<file path="config.mk">
export PLATFORM = sky130hd
export DESIGN_NAME = dmem_arbiter
export DESIGN_NICKNAME = d
export VERILOG_FILES = /design/src/rtl/dmem_arbiter_pkg.sv /design/src/rtl/dmem_arb_starve_cnt.sv /design/src/rtl/dmem_arbiter.sv
export SDC_FILE = /design/constraint.sdc
export NUM_CORES = 1
export LEC_CHECK = 0
export ABC_AREA = 1
export ABC_CLOCK_PERIOD_IN_PS = 2000
export CAP_MARGIN = 20
export CELL_PAD_IN_SITES_DETAIL_PLACEMENT = 1
export CELL_PAD_IN_SITES_GLOBAL_PLACEMENT = 2
export CORE_ASPECT_RATIO = 0.9
export CORE_MARGIN = 1.5
export CORE_UTILIZATION = 10
export DETAILED_ROUTE_END_ITERATION = 16
export PLACE_DENSITY_LB_ADDON = 0.12
export SYNTH_ARGS = -nofsm -noshare
export SYNTH_HDL_FRONTEND = slang
export SYNTH_SLANG_ARGS = --single-unit
</file>
<file path="constraint.sdc">
create_clock -name clk -period 2 [get_ports clk]
set_clock_uncertainty 0.15 [all_clocks]
set_input_delay 0.5 -clock clk [delete_from_list [all_inputs] [get_ports clk]]
set_output_delay 0.5 -clock clk [all_outputs]
set_load 0.02 [all_outputs]
</file>
<file path="src/rtl/dmem_arbiter_pkg.sv">
// Shared types and defaults for the data-memory port arbiter.
package dmem_arbiter_pkg;

    localparam int DMEM_ARB_ADDR_W   = 12;
    localparam int DMEM_ARB_DATA_W   = 32;
    localparam int DMEM_ARB_MAX_WAIT = 4;

    typedef enum logic [1:0] {
        RD_NONE = 2'd0,
        RD_CPU  = 2'd1,
        RD_DBG  = 2'd2
    } rd_owner_e;

endpackage

</file>
<file path="src/rtl/dmem_arb_starve_cnt.sv">
// Bounded-wait counter for the debug requester; force_dbg is raised once
// debug has been denied MAX_WAIT consecutive cycles.
module dmem_arb_starve_cnt #(
    parameter int MAX_WAIT = 4
) (
    input  logic clk,
    input  logic rst,
    input  logic dbg_req,
    input  logic dbg_gnt,
    output logic force_dbg
);

    localparam int               CNT_W   = (MAX_WAIT < 1) ? 1 : $clog2(MAX_WAIT + 1);
    localparam logic [CNT_W-1:0] CNT_MAX = CNT_W'(MAX_WAIT);

    logic [CNT_W-1:0] wait_cnt_q;
    logic [CNT_W-1:0] wait_cnt_d;

    always_comb begin
        wait_cnt_d = wait_cnt_q;
        if (!dbg_req || dbg_gnt) begin
            wait_cnt_d = '0;
        end else if (wait_cnt_q != CNT_MAX) begin
            wait_cnt_d = wait_cnt_q + CNT_W'(1);
        end
    end

    always_ff @(posedge clk or negedge rst) begin
        if (!rst) begin
            wait_cnt_q <= '0;
        end else begin
            wait_cnt_q <= wait_cnt_d;
        end
    end

    assign force_dbg = (wait_cnt_q == CNT_MAX);

endmodule

</file>
<file path="src/rtl/dmem_arbiter.sv">
// Shares the data-memory port between CPU (priority) and debug reads.
// Optional grant statistics counters are enabled with DMEM_ARB_STATS_EN.
//
// rd_owner state | meaning
// RD_NONE        | no read returning this cycle
// RD_CPU         | mem_rdata belongs to the CPU read granted last cycle
// RD_DBG         | mem_rdata belongs to the debug read granted last cycle
module dmem_arbiter
    import dmem_arbiter_pkg::*;
#(
    parameter int ADDR_W   = DMEM_ARB_ADDR_W,
    parameter int DATA_W   = DMEM_ARB_DATA_W,
    parameter int MAX_WAIT = DMEM_ARB_MAX_WAIT
) (
    input  logic              clk,
    input  logic              rst,
    input  logic              cpu_req,
    input  logic              cpu_we,
    input  logic [ADDR_W-1:0] cpu_addr,
    input  logic [DATA_W-1:0] cpu_wdata,
    output logic              cpu_gnt,
    output logic              cpu_stall,
    output logic              cpu_rvalid,
    output logic [DATA_W-1:0] cpu_rdata,
    input  logic              dbg_req,
    input  logic [ADDR_W-1:0] dbg_addr,
    output logic              dbg_gnt,
    output logic              dbg_rvalid,
    output logic [DATA_W-1:0] dbg_rdata,
    output logic              mem_en,
    output logic              mem_we,
    output logic [ADDR_W-1:0] mem_addr,
    output logic [DATA_W-1:0] mem_wdata,
    input  logic [DATA_W-1:0] mem_rdata
`ifdef DMEM_ARB_STATS_EN
    ,
    output logic [31:0]       cpu_acc_cnt,
    output logic [31:0]       dbg_acc_cnt,
    output logic [31:0]       forced_cnt
`endif
);

    logic      force_dbg;
    rd_owner_e rd_owner_q;
    rd_owner_e rd_owner_d;

    dmem_arb_starve_cnt #(
        .MAX_WAIT (MAX_WAIT)
    ) u_starve_cnt (
        .clk       (clk),
        .rst       (rst),
        .dbg_req   (dbg_req),
        .dbg_gnt   (dbg_gnt),
        .force_dbg (force_dbg)
    );

    // Grants are gated by rst so nothing reaches memory while reset is held.
    always_comb begin
        cpu_gnt   = rst & cpu_req & ~(dbg_req & force_dbg);
        dbg_gnt   = rst & dbg_req & (~cpu_req | force_dbg);
        cpu_stall = cpu_req & ~cpu_gnt;
        mem_en    = 1'b0;
        mem_we    = 1'b0;
        mem_addr  = '0;
        mem_wdata = '0;
        if (cpu_gnt) begin
            mem_en    = 1'b1;
            mem_we    = cpu_we;
            mem_addr  = cpu_addr;
            mem_wdata = cpu_we ? cpu_wdata : '0;
        end else if (dbg_gnt) begin
            mem_en    = 1'b1;
            mem_addr  = dbg_addr;
        end
    end

    always_ff @(posedge clk or negedge rst) begin
        if (!rst) begin
            rd_owner_q <= RD_NONE;
        end else begin
            rd_owner_q <= rd_owner_d;
        end
    end

    always_comb begin
        rd_owner_d = RD_NONE;
        if (cpu_gnt && !cpu_we) begin
            rd_owner_d = RD_CPU;
        end else if (dbg_gnt) begin
            rd_owner_d = RD_DBG;
        end
    end

    always_comb begin
        cpu_rvalid = 1'b0;
        cpu_rdata  = '0;
        dbg_rvalid = 1'b0;
        dbg_rdata  = '0;
        case (rd_owner_q)
            RD_CPU: begin
                cpu_rvalid = 1'b1;
                cpu_rdata  = mem_rdata;
            end
            RD_DBG: begin
                dbg_rvalid = 1'b1;
                dbg_rdata  = mem_rdata;
            end
            default: ;
        endcase
    end

`ifdef DMEM_ARB_STATS_EN
    logic [31:0] cpu_acc_cnt_q, cpu_acc_cnt_d;
    logic [31:0] dbg_acc_cnt_q, dbg_acc_cnt_d;
    logic [31:0] forced_cnt_q,  forced_cnt_d;

    always_comb begin
        cpu_acc_cnt_d = cpu_acc_cnt_q + {31'd0, cpu_gnt};
        dbg_acc_cnt_d = dbg_acc_cnt_q + {31'd0, dbg_gnt};
        forced_cnt_d  = forced_cnt_q  + {31'd0, dbg_gnt & force_dbg};
    end

    always_ff @(posedge clk or negedge rst) begin
        if (!rst) begin
            cpu_acc_cnt_q <= '0;
            dbg_acc_cnt_q <= '0;
            forced_cnt_q  <= '0;
        end else begin
            cpu_acc_cnt_q <= cpu_acc_cnt_d;
            dbg_acc_cnt_q <= dbg_acc_cnt_d;
            forced_cnt_q  <= forced_cnt_d;
        end
    end

    assign cpu_acc_cnt = cpu_acc_cnt_q;
    assign dbg_acc_cnt = dbg_acc_cnt_q;
    assign forced_cnt  = forced_cnt_q;
`endif

endmodule

</file>
==> results of run 1 <==
worst max-delay path, cell delays in order (launching register included):
cell	delay, ns
sky130_fd_sc_hd__dfrtp_1	0.39
sky130_fd_sc_hd__inv_2	0.09
sky130_fd_sc_hd__ha_4	0.16
sky130_fd_sc_hd__nand3_4	0.10
sky130_fd_sc_hd__nand2_8	0.11
sky130_fd_sc_hd__buf_8	0.14
sky130_fd_sc_hd__clkbuf_16	0.16
sky130_fd_sc_hd__nor2_2	0.04
sky130_fd_sc_hd__buf_6	0.12
what timing repair did:
action                                  CTS  global route
buffers inserted                          7             2
endpoints found under the hold margin     0             0
pin swaps                                13             3
gates cloned                              4             2
resized for setup                       606            49
endpoints found under the setup margin  115            69
path summary, 6_finish.rpt:
kind / from / end / slack [ns] / depth (start not counted)
max in group asynchronous: rst / u_starve_cnt.wait_cnt_q[2] / 1.37 / 2
min in group clk: u_starve_cnt.wait_cnt_q[1] / u_starve_cnt.wait_cnt_q[1] / 0.48 / 3
setup / recovery: u_starve_cnt.wait_cnt_q[0] / mem_wdata[22] / -0.19 / 8
hold / removal: rst / u_starve_cnt.wait_cnt_q[0] / 0.21 / 2
setup reg to reg: u_starve_cnt.wait_cnt_q[0] / u_starve_cnt.wait_cnt_q[0] / 0.40 / 9
hold reg to reg: u_starve_cnt.wait_cnt_q[1] / u_starve_cnt.wait_cnt_q[1] / 0.48 / 3
synthesized netlist by cell type (2+ instances only):
| cell type | n |
|---|---|
| sky130_fd_sc_hd__nand2_4 | 2 |
| sky130_fd_sc_hd__nand2_1 | 76 |
| sky130_fd_sc_hd__buf_2 | 11 |
| sky130_fd_sc_hd__clkbuf_1 | 2 |
| sky130_fd_sc_hd__nand2_2 | 3 |
| sky130_fd_sc_hd__dfrtp_1 | 5 |
| sky130_fd_sc_hd__inv_2 | 2 |
| sky130_fd_sc_hd__inv_1 | 42 |
| sky130_fd_sc_hd__nor2_1 | 100 |
| sky130_fd_sc_hd__nand4_1 | 2 |
| sky130_fd_sc_hd__ha_1 | 2 |
| sky130_fd_sc_hd__buf_6 | 2 |
per-layer routing:
| layer | routed length [um] | part of all wire, % |
|---|---|---|
| met5 | 0 | 0 |
| met1 | 3140 | 38 |
| met4 | 53 | 0.63 |
| met2 | 4230 | 51 |
| met3 | 944 | 11 |
registers in the layout, summed over array words and instances (netlist names):
name and cells:
u_starve_cnt.wait_cnt_q 3, rd_owner_q 2
layout make-up:
cell class              count  area [um2]
fillers                  1417        7200
repair buffers            237        2160
multi-input cells         189        1050
well taps                 152         190
inverters                  44         180
flip-flops and latches      5         125
clock buffers               4        78.8
repair inverters            1        11.3
power breakdown:
part | internal, mW | total (mW) | switching, mW
combinational | 0.407 | 0.779 | 0.372
clock | 0.264 | 0.327 | 0.0631
sequential | 0.111 | 0.121 | 0.00917
total | 0.782 | 1.23 | 0.444
stage by stage:
step                hold slack, ns  setup TNS, ns  cell area [um2]  util, %  std cells
CTS                          0.213          -7.60             3590     32.7        629
detailed placement           0.447         -62.84             3500     31.8        614
global placement             0.423         -61.48             3500     31.8        614
finish                       0.214          -7.12             3790     34.5        632
floorplan                   0.0544              0             1140        -        253
global route                 0.225         -10.13             3790     34.5        632
kinds of logic after synthesis:
family | after synthesis | synth area share [%]
flops | 5 | 10.9
buf+inv | 59 | 21.9
fa+ha+maj | 2 | 2.19
simple gates | 185 | 63.8
xor+xnor | 1 | 0.765
compound gates | 1 | 0.437
==> impl_metrics.yaml, run 1 <==
placed_design:
  pre_cts_slack_ns: -0.893
  buffer_ports.inserted: 207
  place.detailed.hpwl_mm: 6.10
  routabilityCongestion: 0.754
clock_tree:
  cts-hold-fix-buffers: 0
  tritoncts.num_buffers: 3
  tritoncts_num_sinks: 5
  h-tree-depth: 1
  clk_transition_reported_paths_ns: 0.03
  tritoncts_clock_tree: "yes"
  clock_latency_ns: 0.23
  maximum_root_to_sink_buffer_count: 2
  ctsRootBufferMaster: "sky130_fd_sc_hd__clkbuf_16"
drt:
  avgViaCountPerCell: 3.69
  drt_wl_total_mm: 8.36
  drtAntennaViolNets: 0
  total_number_of_vias: 2333
  drc: 0
  first_pass_iters: 3
  dr.first_iter.drc_count: 45
  route.detailed.wl_per_inst_um: 13.2
floorplanning:
  std_cell_rows: 36
  die_x_um: 116
  die_height_um: 105
  fp.coreArea_um2: 11000
  die_area_um2: 12100
  io_pins: 208
  initial_utilization_pct: 10.4
timing:
  post-route-period-util_pct: 109
  finalWorstPathRequiredPeriod_ns: 2.19
  timing.fmax_mhz: 457
  max_slew.worst_pin.slew_ns: 0.245
  timing.final.setup_violations: 48
  relSlewSlack_pct: 83.7
  report.final.slew_viol_count: 0
  finalWorstSetupSlack_ns: -0.189
  rsz0062_at_grt: "true"
  timing_hold_violations_final: 0
status:
  run_status: "finished, violations left"
  failed_checks: "negative setup slack"
global_routing:
  initial_antenna_violation_count: 0
  grt_pass1_vias: 2419
  groute.layer.met3.usage_pct: 3.67
  grt_use_total_pct: 12.5
  grt_pass1_wl_mm: 12.2
  busiest_layer_in_global_routing: "met2"
  globalRoute.totalOverflow: 0
  use_met2_pct: 23.5
  grtUsageMet1_pct: 13.7
  grt_start_max_net_pins: 34
synthesis:
  synth_seq_cells: 5
  synth_top_area_cell: "sky130_fd_sc_hd__nor2_1"
  synth_edf_count: 0
  average_cell_area_after_synthesis_um2: 4.53
  synth_area_leaders: "sky130_fd_sc_hd__nor2_1 (33%), sky130_fd_sc_hd__nand2_1 (25%), sky130_fd_sc_hd__inv_1 (14%)"
  synth_top_area_share_pct: 32.8
  syn_nets: 348
  netlist-cell-type-count: 16
  ys_warn_count: 0
  synthFlopType: "sky130_fd_sc_hd__dfrtp_1"
  number_of_instances_in_the_synthesized_netlist: 253
  synth-seq-area-share_pct: 10.9
  synth_area_um2: 1140
  synth-async-reset-ratio_pct: 100
finish:
  post_route_cells_drive_above_1_share_pct: 44.8
  layout-area-overhead-vs-synth_pct: 231
  layout_common_cells: "sky130_fd_sc_hd__clkdlybuf4s50_1 (88), sky130_fd_sc_hd__nor2_1 (69), sky130_fd_sc_hd__buf_2 (62), sky130_fd_sc_hd__nand2_1 (52), sky130_fd_sc_hd__buf_6 (45)"
  finish.net_count: 576
  layout.cells.most_common: "sky130_fd_sc_hd__clkdlybuf4s50_1"
  diodes: 0
worst_hold_path:
  min_path_type: "in2async"
setup_path:
  critical_path_arrival_ns: 1.54
  crit_fanout: 4
  cp-end-kind: "output port"
  startpoint_type: "flop"
  path_class: "reg2out"
  data_required_time_of_the_worst_path_ns: 1.35
pwr:
  vdd_ir_drop_max_mv: 0.171
  powerDensity_nw_per_um2: 323
  p_leak_nw: 2.05
  total_power_mw: 1.23
flow_run:
  maxCapViolations: 0
(Power assumes the default switching activity.)
==> run 2, diff against run 1 <==
--- a/config.mk
+++ b/config.mk
@@ -13,7 +13,9 @@
 export CORE_ASPECT_RATIO = 0.9
 export CORE_MARGIN = 1.5
 export CORE_UTILIZATION = 10
+export CTS_BUF_LIST = sky130_fd_sc_hd__clkbuf_4 sky130_fd_sc_hd__clkbuf_8
 export DETAILED_ROUTE_END_ITERATION = 16
+export GPL_TIMING_DRIVEN = 0
 export PLACE_DENSITY_LB_ADDON = 0.12
 export SYNTH_ARGS = -nofsm -noshare
 export SYNTH_HDL_FRONTEND = slang
==> constraint.sdc (replaced) <==
create_clock -name clk -period 2 [get_ports clk]
set_clock_uncertainty 0.15 [all_clocks]
set_input_delay 0.4 -clock clk [delete_from_list [all_inputs] [get_ports clk]]
set_output_delay 0.4 -clock clk [all_outputs]
set_load 0.02 [all_outputs]
==> impl_metrics.yaml, run 2 (synthesis gave the netlist of run 1 again) <==
global_routing:
  grt_pass1_vias: 2366
  grt_use_total_pct: 12.5
  globalRoute.totalOverflow: 0
  grt_start_max_net_pins: 11
  initial_antenna_violation_count: 0
  grt_pass1_wl_mm: 12.2
timing:
  max_slew.worst_pin.slew_ns: 0.428
  rsz0062_at_grt: "true"
  finalWorstPathRequiredPeriod_ns: 2.15
  timing_hold_violations_final: 0
  report.final.slew_viol_count: 0
  finalWorstSetupSlack_ns: -0.148
  timing.fmax_mhz: 466
  timing.final.setup_violations: 40
  post-route-period-util_pct: 107
  relSlewSlack_pct: 71.5
setup_path:
  timing.critical_path.max_delay_family: "buffers and inverters"
  crit_path_cell_trace: "inv_2 > ha_4 > nand3_4 > nand2_8 > inv_8 > buf_8 > nand2_1 > nand2_1 > buf_4"
  cp-end-kind: "output port"
  critical_path_arrival_ns: 1.60
  crit_fanout: 8
  critPathBufInv: 4
  data_required_time_of_the_worst_path_ns: 1.45
  cp_slowest_cell: "sky130_fd_sc_hd__dfrtp_1"
  most_frequent_cell_on_the_critical_path: "sky130_fd_sc_hd__nand2_1"
  startpoint_type: "flop"
  max_stage_delay_ns: 0.38
  path_class: "reg2out"
finish:
  number_of_standard_cells_in_the_layout_taps_in_and_fillers_out: 651
  post-route-util_pct: 37.0
  largest_reg_flops: 3
  diodes: 0
  layout_common_cells: "sky130_fd_sc_hd__clkdlybuf4s50_1 (89), sky130_fd_sc_hd__nor2_1 (72), sky130_fd_sc_hd__buf_6 (61), sky130_fd_sc_hd__nand2_1 (48), sky130_fd_sc_hd__inv_1 (38)"
  finish.net_count: 595
  layout.filler_cells: 1406
  layout_top_registers: "u_starve_cnt.wait_cnt_q x3, rd_owner_q x2"
  layout.cells.most_common: "sky130_fd_sc_hd__clkdlybuf4s50_1"
  layout-area-overhead-vs-synth_pct: 255
  regMostFlops: "u_starve_cnt.wait_cnt_q"
  post_route_cells_drive_above_1_share_pct: 45.9
placed_design:
  place.detailed.hpwl_mm: 6.32
  pre_cts_slack_ns: -0.971
  dp.cells: 611
  routabilityCongestion: 0.698
  buffer_ports.inserted: 206
pwr:
  vdd_ir_drop_max_mv: 0.148
  p_leak_nw: 2.09
  powerDensity_nw_per_um2: 282
floorplanning:
  die_x_um: 116
  fp.coreArea_um2: 11000
  initial_utilization_pct: 10.4
  io_pins: 208
  die_area_um2: 12100
  std_cell_rows: 36
  die_height_um: 105
clock_tree:
  maximum_root_to_sink_buffer_count: 2
  clk_transition_reported_paths_ns: 0.03
  tritoncts.num_buffers: 3
  h-tree-depth: 1
  ctsRootBufferMaster: "sky130_fd_sc_hd__clkbuf_8"
  clock_latency_ns: 0.23
  tritoncts_num_sinks: 5
  tritoncts_clock_tree: "yes"
drt:
  dr.first_iter.drc_count: 43
  avgViaCountPerCell: 3.65
  total_number_of_vias: 2378
  route.detailed.wl_per_inst_um: 12.6
  first_pass_iters: 2
  drc: 0
  drt_wl_total_mm: 8.23
  drtAntennaViolNets: 0
status:
  failed_checks: "negative setup slack"
  run_status: "finished, violations left"
flow_run:
  maxCapViolations: 0
worst_hold_path:
  min_path_type: "in2reg"
run 2: cell types whose count changed in the layout (fill, tap and decap cells not counted), moves of 5 or more:
cell | previous run | this run
sky130_fd_sc_hd__buf_2 | 62 | 29
sky130_fd_sc_hd__buf_4 | 26 | 19
sky130_fd_sc_hd__buf_6 | 45 | 61
sky130_fd_sc_hd__clkbuf_16 | 5 | 0
sky130_fd_sc_hd__clkbuf_2 | 0 | 20
sky130_fd_sc_hd__clkdlybuf4s15_2 | 0 | 15
sky130_fd_sc_hd__nor2_2 | 15 | 8
run 2: worst paths after layout:
kind                                            start                          to  slack, ns  cells after the start
setup / recovery           u_starve_cnt.wait_cnt_q[0]                 mem_addr[3]      -0.15                      9
hold / removal                                    rst  u_starve_cnt.wait_cnt_q[0]       0.45                      4
setup reg to reg           u_starve_cnt.wait_cnt_q[0]  u_starve_cnt.wait_cnt_q[1]       0.34                     11
hold reg to reg            u_starve_cnt.wait_cnt_q[0]  u_starve_cnt.wait_cnt_q[0]       0.45                      3
max in group asynchronous                         rst  u_starve_cnt.wait_cnt_q[0]       0.92                      2
min in group asynchronous                         rst  u_starve_cnt.wait_cnt_q[2]       0.57                      2
run 2: worst min-delay path: cells and delay by family:
family / cells / cell delay, ns
buffers and inverters: 1 / 0.22
and+or+nand+nor: 3 / 0.16
run 2: final cells by class:
| class | count | area [um2] | area share [%] |
|---|---|---|---|
| Buffer | 14 | 114 | 2.80 |
| Sequential cell | 5 | 125 | 3.08 |
| Inverter | 44 | 178 | 4.37 |
| Tap cell | 152 | 190 | 4.68 |
| Clock buffer | 4 | 48.8 | 1.20 |
| Timing Repair Buffer | 242 | 2320 | 57.2 |
| Multi-Input combinational cell | 190 | 1080 | 26.7 |
run 2: report_power, final:
| part | switching, mW | leakage (nW) | total, mW | internal, mW |
|---|---|---|---|---|
| clock | 0.0535 | 0.0262 | 0.204 | 0.151 |
| sequential | 0.00938 | 0.0666 | 0.121 | 0.111 |
| combinational | 0.380 | 2.00 | 0.822 | 0.442 |
run 2: metal layers:
metal	GRT usage (%)	share of wire, %	up-vias
met1	13.9	37	1036
met2	23.0	50	132
met5	0	0	-
met4	2.35	0.69	0
li1	-	-	1205
met3	4.02	12	5
run 2: repair_timing:
item / 4_1_cts / 5_1_grt
hold buffers: 1 / 0
pin swaps: 13 / 9
gates resized for setup: 547 / 84
setup endpoints to repair: 114 / 100
hold endpoints to repair: 5 / 0
cloned: 6 / 0
setup buffers: 23 / 9
run 2: per-stage QoR:
stage / cell area, um2 / hold WS (ns) / power, mW / TNS, ns
floorplan: 1140 / -0.0456 / 0.379 / 0
global placement: 3400 / 0.350 / 0.756 / -51.78
detailed placement: 3400 / 0.354 / 0.763 / -53.57
CTS: 4070 / 0.439 / 1.14 / -5.09
global route: 4060 / 0.478 / 1.23 / -6.25
finish: 4060 / 0.450 / 1.15 / -3.16
